File: src/rtl/cluster_truncator.sv
// Cluster truncation stage: latches a cluster vector on load and removes its
// highest-priority set bit every clock, with a per-frame cluster limit.
module cluster_truncator #(
  parameter int MXBITS    = 768,
  parameter int MXSEGS    = 12,
  parameter int MXPOPS    = 16,
  parameter int MSB_FIRST = 0,
  parameter int CNTW      = 5
) (
  input  logic              clock,
  input  logic              reset,
  input  logic              load,
  input  logic [MXBITS-1:0] vpfs_in,
  output logic [MXBITS-1:0] vpfs_out,
  output logic              empty,
  output logic              overflow
);

  localparam int              SEGW = MXBITS / MXSEGS;
  localparam logic [CNTW-1:0] POPS = CNTW'(MXPOPS);

  logic [MXBITS-1:0] s;
  logic [MXBITS-1:0] src;
  logic [MXBITS-1:0] fwd;
  logic [MXBITS-1:0] core;
  logic [MXBITS-1:0] trunc_v;
  logic [CNTW-1:0]   cnt;
  logic [CNTW-1:0]   cnt_inc;

  // A load bypasses the register so the first cluster appears in the load cycle.
  assign src      = load ? vpfs_in : s;
  assign vpfs_out = reset ? '0 : src;
  assign empty    = ~|vpfs_out;
  assign cnt_inc  = cnt + 1'b1;

  // MSB-first order runs the same LSB-first core on the bit-reversed vector.
  // NOTE: every variable gets a default before any conditional write, so no latch is inferred.
  always_comb begin : trunc_logic
    logic [SEGW-1:0] seg;
    logic            keep;
    fwd     = src;
    core    = '0;
    trunc_v = '0;
    keep    = 1'b0;
    seg     = '0;
    if (MSB_FIRST != 0) begin
      for (int b = 0; b < MXBITS; b++) fwd[b] = src[MXBITS-1-b];
    end
    // Only the lowest active segment loses a bit; keep latches once any lower segment is active.
    for (int i = 0; i < MXSEGS; i++) begin
      seg                    = fwd[i*SEGW +: SEGW];
      core[i*SEGW +: SEGW]   = keep ? seg : (seg & ~(-seg));
      keep                   = keep | (|seg);
    end
    trunc_v = core;
    if (MSB_FIRST != 0) begin
      for (int b = 0; b < MXBITS; b++) trunc_v[b] = core[MXBITS-1-b];
    end
  end

  // NOTE: state registers use non-blocking assignments so all flops update together at the edge.
  always_ff @(posedge clock) begin
    if (reset) begin
      s        <= '0;
      cnt      <= POPS;
      overflow <= 1'b0;
    end else if (load) begin
      cnt <= 1;
      if (MXPOPS == 1) begin
        s        <= '0;
        overflow <= |trunc_v;
      end else begin
        s        <= trunc_v;
        overflow <= 1'b0;
      end
    end else if (cnt < POPS) begin
      cnt <= cnt_inc;
      // Last presentation of the frame: anything still left is an overflow.
      if (cnt_inc == POPS) begin
        s        <= '0;
        overflow <= |trunc_v;
      end else begin
        s <= trunc_v;
      end
    end
  end

endmodule
File: config.mk
export PLATFORM = sky130hd
export DESIGN_NAME = cluster_truncator
export DESIGN_NICKNAME = d
export VERILOG_FILES = /design/src/rtl/cluster_truncator.sv
export SDC_FILE = /design/constraint.sdc
export NUM_CORES = 2
export LEC_CHECK = 0
export ABC_AREA = 0
export BUFFER_PORTS_ARGS = -buffer_cell sky130_fd_sc_hd__buf_2
export CORE_AREA = 2 2 596 598
export CTS_BUF_LIST = sky130_fd_sc_hd__clkbuf_4 sky130_fd_sc_hd__clkbuf_8
export CTS_CLUSTER_SIZE = 24
export DETAILED_ROUTE_END_ITERATION = 6
export DIE_AREA = 0 0 598 600
export MAX_ROUTING_LAYER = met4
export PLACE_DENSITY_LB_ADDON = 0.2
export REMOVE_ABC_BUFFERS = 1
export SETUP_SLACK_MARGIN = 0.4
export SYNTH_ARGS = -nofsm -noshare
export SYNTH_HDL_FRONTEND = slang
export SYNTH_SLANG_ARGS = --single-unit
File: constraint.sdc
create_clock -name clock -period 5.1 [get_ports clock]
set_input_delay 0 -clock clock [delete_from_list [all_inputs] [get_ports clock]]
set_output_delay 0 -clock clock [all_outputs]
set_load 0.01 [all_outputs]
; Word-level counts from Yosys, hierarchy flattened
; Index checks and enable logic that the tools add are counted.
[op_classes]
n_reduce_logical = 17
n_lt_le_gt_ge = 1
n_bitwise = 34
mux = 18
addsub = 13
n_eq_ne = 1
[ops]
columns = cell, count
row1 = $mux 768, 5
row2 = $reduce_or 768->1, 2
row3 = $and 64x64->64, 12
row4 = $neg 64->64, 12
row5 = $not 64->64, 12
row6 = $mux 64, 11
row7 = $reduce_or 64->1, 11
row8 = $mux 5, 2
row9 = $or 1x1->1, 10
row10 = $add 5x1->5 const B, 1
row11 = $eq 5x5->1 const B, 1
row12 = $lt 5x5->1 const B, 1
row13 = $reduce_and 2->1, 1
row14 = $reduce_bool 2->1, 1
row15 = $reduce_or 2->1, 1
row16 = $logic_not 1->1, 1
[totals]
wordCells = 88
reg_bits = 774

; Logic depth before layout (Yosys ltp)
[depth]
word_depth = 16
depth_mapped = 28
depth_no_buf = 14

; Worst setup path after synthesis
; OpenSTA, ideal clock, no wires.
[synth_timing]
kind = in2out
start = input port load
end = output port empty
path_slack_ns = -0.042
cell_stages = 26
arrival_ns = 5.142
cell_sequence = buf_6 -> buf_6 -> buf_6 -> buf_6 -> buf_6 -> buf_2 -> buf_4 -> buf_4 -> buf_6 -> buf_2 -> buf_4 -> buf_2 -> buf_2 -> buf_2 -> buf_2 -> buf_2 -> buf_2 -> buf_1 -> buf_2 -> mux2i_1 -> nor2_1 -> nor4_1 -> o2111ai_1 -> nor4_1 -> nand4_1 -> nor4_1
[synth_via]
elab_chain_cells = 4
[synth_rtl]
columns = item, line_no
row1 = start: declaration, 12  ; input logic load,
row2 = $mux 768, 31  ; assign src = load ? vpfs_in : s;
row3 = $mux 768, 32  ; assign vpfs_out = reset ? '0 : src;
row4 = via vpfs_out[598], 14  ; output logic [MXBITS-1:0] vpfs_out,
row5 = $reduce_or 768->1, 33  ; assign empty = ~|vpfs_out;
row6 = $logic_not 1->1, 33
row7 = end: declaration, 15  ; output logic empty,
; The timed path passes the listed nets, and every way through them passes these cells.

; Worst setup path in the final report
[layout_timing]
start = register s[207]
end = register overflow
[layout_via]
elab_chain_cells = 12
word_cells_on_any_way = 23
cone_classes = 1 x add/sub / 10 x mux / 10 x bitwise / 2 x reduce/logical
[layout_rtl]
columns = item, line_no
row1 = start: declaration, 22  ; logic [MXBITS-1:0] s;
row2 = start signal: assignment, 73  ; s <= trunc_v;
row3 = start signal: assignment, 83  ; s <= trunc_v;
row4 = $mux 768 *, 31
row5 = $reduce_or 64->1, 53  ; keep = keep | (|seg);
row6 = $or 1x1->1 (8 in a row), 53
row7 = $mux 64, 52  ; core[i*SEGW +: SEGW] = keep ? seg : (seg & ~(-seg));
row8 = $reduce_or 768->1 *, 81  ; overflow <= |trunc_v;
row9 = end signal: assignment, 71  ; overflow <= |trunc_v;
row10 = end signal: assignment, 81
row11 = end: declaration, 16  ; output logic overflow
; Mark *: on every way between the ends. The rest lies on a longest branch, timed or not.
; A chain may end at the register's enable or synchronous reset.

==> metrics.csv <==
stage,metric,value,unit
status,status,"finished, violations left",
status,violations,"hold timing, setup timing",
cts,cts_buffers,183,
setup_path,path_max_fanout,5,
yosys,yosysSeqAreaShare,0.256,
die,dieArea,359000,um^2
setup_path,crit_required,6.07,ns
die,row_count,218,
global_routing,antenna_found_initial,228,
yosys,synthTopCellsByArea,"dfxtp_1 26%, nor2_1 12%, mux2i_1 11%",
setup_path,rrSetupSlack,-1.18,ns
placement,post_dp_cell_area,92100,um^2
routing,drc,0,
sta,drv_slew,0,
cts,worst_skew_pair.late_latency,1.09,ns
global_routing,grt_pass1_wl,811000,um
sta,final-hold-violation-count,1,
cts,root_buffer,clkbuf_8,
cts,cts_htree_levels,4,
die,dieWidth,598,um
cells_and_area,final_nets,13900,
routing,vias,93800,
global_routing,overflow,0,
yosys,synth.largest_area_cell,dfxtp_1,
yosys,yosysMostFrequentCell,nor2_1,
routing,wl_per_cell,34.6,um
sta,fin_crit,6.28,ns
power_and_ir_drop,fin_total_pwr,25.2,mW
yosys,synth_top_area_frac,0.256,
sta,fin_skew,0.119,ns
job,maxCapViolCount,0,
yosys,synth-edff-count,0,
setup_path,rr_endpoint,overflow,
power_and_ir_drop,max-vdd-ir-drop,168,uV
yosys,async_reset_ff_frac,0,
yosys,ys.flop_type,dfxtp_1,
setup_path,crit_type,reg2reg,
routing,vias_per_cell,5.21,
placement,port_buffers,1540,
yosys,yosysWarningCount,0,
setup_path,startpoint_type,register,
power_and_ir_drop,power_leakage,50.7,nW
min_path,holdPathStages,8,
cells_and_area,final_cell_area,112000,um^2
min_path,min_to,s[333],
die,initial_core_util,0.172,
yosys,ys_ff_latch,773,
sta,tightest_slew,1.19,ns
routing,drtIter0Drc,9173,
cts,ctsLongestPathBuffers,4,
sta,fmax,0.159,GHz
die,core,352000,um^2
die,fp.dieH,600,um
die,io_pins,1541,
yosys,synthDistinctLibCells,98,
sta,whs,-0.0435,ns
sta,setup_ws,-1.18,ns
setup_path,reg2reg_from,s[207],
yosys,synth_common_cells,"1858 x nor2_1, 773 x dfxtp_1, 661 x mux2i_1",
global_routing,grt_max_degree,137,
sta,relSlewSlack,0.202,
cells_and_area,final_util,0.318,
cts,clkSinkCount,773,
routing,wirelength,622000,um
routing,first_pass_iters,6,
global_routing,grt_pass1_vias,90900,
global_routing,grt_use_total,0.338,
min_path,hold_path.class,in2reg,
power_and_ir_drop,p_per_area,225,nW/um^2
cells_and_area,syn_to_final_growth,84.9,%
cts,cts_tree,yes,
setup_path,reg2regPathDepth,21,
placement,place.gp.congestion,1.05,
yosys,netlist_instances,8278,
sta,min_period_over_period,1.23,
yosys,avgSynthCellArea,7.31,um^2
yosys,synth.cell_area,60500,um^2
routing,ant_nets,0,
min_path,hp-start,vpfs_in[333],
sta,rsz0062_at_grt,yes,
setup_path,worst_ep_arrival_time,7.25,ns
placement,hpwl,510000,um
setup_path,critPathCaptureType,register,
sta,setup_viol,20,
cells_and_area,drive_gt1_frac,0.393,
placement,place_worst_setup_slack,-3.21,ns
cts,clk_pin_slew_worst_paths,0.06,ns
cell families (layout without fill, tap and decap cells):
family,count (synthesis),count (layout),synth area share
buf+inv,685,5625,0.0496
other cells,0,162,0
fa+ha+maj,23,23,0.00393
xor+xnor,3,3,0.000434
simple gates,4036,4036,0.335
compound gates,2011,2011,0.230
mux,747,747,0.125
flops,773,773,0.256
worst max-delay path, stage by stage, from the launching register on:
cell      delay, ns
dfxtp_2        0.32
or4_4          0.52
a222oi_1       0.42
buf_4          0.19
or4b_4         0.48
or4b_4         0.54
buf_8          0.15
or4_4          0.57
buf_12         0.18
buf_12         0.14
nor3_2         0.25
buf_4          0.22
a31oi_4        0.15
nor4_2         0.33
nand4_1        0.26
nor4_1         0.25
buf_4          0.18
nand4_1        0.18
buf_4          0.22
nor4_4         0.42
buf_4          0.19
a21oi_1        0.05
through the flow:
stage,TNS [ns],hold WS [ns],cells
3_5_place_dp,-60.48,0.317,16400
2_1_floorplan,-,0.0441,7661
6_report,-2.89,-0.0435,18000
3_3_place_gp,-61.67,0.316,16400
4_1_cts,-2.42,0.000171,17800
5_1_grt,-6.18,0.0240,18000
layer usage:
metal  global-route usage  up-vias  wire, um  share of wire
met5                    -        -         0              0
met4                0.251        0     55000          0.088
met3               0.0551     1309     42400          0.068
met2                0.542     4749    286000           0.46
met1                0.381    46300    239000           0.38
li1                     -    41400         -              -
registers in the layout, summed over array words and instances (netlist names):
| register | flops |
|---|---|
| s | 767 |
| cnt | 5 |
| overflow | 1 |
cells in the final DEF, fill, tap and decap left out, types with 57 or more instances in the layout:
| cell type | instances |
|---|---|
| a31oi_1 | 163 |
| mux2_2 | 83 |
| nand3_1 | 88 |
| a21oi_1 | 505 |
| nand2_1 | 322 |
| nor4_1 | 310 |
| nor2b_1 | 75 |
| o22ai_1 | 60 |
| nor3b_1 | 99 |
| a2bb2oi_1 | 75 |
| a22oi_1 | 393 |
| buf_2 | 1537 |
| dfxtp_1 | 765 |
| buf_12 | 131 |
| nor2_1 | 1818 |
| clkbuf_8 | 231 |
| or4_1 | 102 |
| nor3_1 | 382 |
| or3_1 | 137 |
| mux2i_1 | 634 |
| o31ai_1 | 62 |
| nand4_1 | 100 |
| diode_2 | 162 |
| buf_6 | 137 |
| buf_4 | 2368 |
| dlygate4sd3_1 | 1018 |
| clkbuf_4 | 57 |
| o21ai_0 | 102 |
| inv_1 | 66 |
worst max path at each step:
stage / end / slack (ns) / from
2_1_floorplan: s[101] / -20.50 / cnt[4]
3_5_place_dp: overflow / -3.21 / load
4_1_cts: overflow / -1.24 / s[207]
3_3_place_gp: overflow / -3.31 / load
6_report: overflow / -1.18 / s[207]
5_1_grt: overflow / -1.29 / s[207]
report_power, final:
part / total, mW / switching [mW] / internal [mW]
Clock: 8.46 / 3.88 / 4.58
Sequential: 6.71 / 0.294 / 6.42
Combinational: 10.0 / 5.89 / 4.14
timing repair:
item / 4_1_cts / 5_1_grt
gates cloned: 13 / 7
endpoints found under the setup margin: 305 / 272
hold buffers: 1026 / 0
hold endpoints to repair: 761 / 0
gates resized for setup: 431 / 291
buffers inserted: 61 / 66
pin swaps: 129 / 121
layout make-up:
cell class                 count  area, um^2
clock buffer                 286        3590
multi-input combinational   6820       44900
antenna                      162         405
clock inverter                24         238
fill                       38700      240000
inverter                      68         263
tap                         4620        5780
timing repair buffer        5247       41200
sequential                   773       15500
No activity file was read; power rests on OpenSTA's default activity.
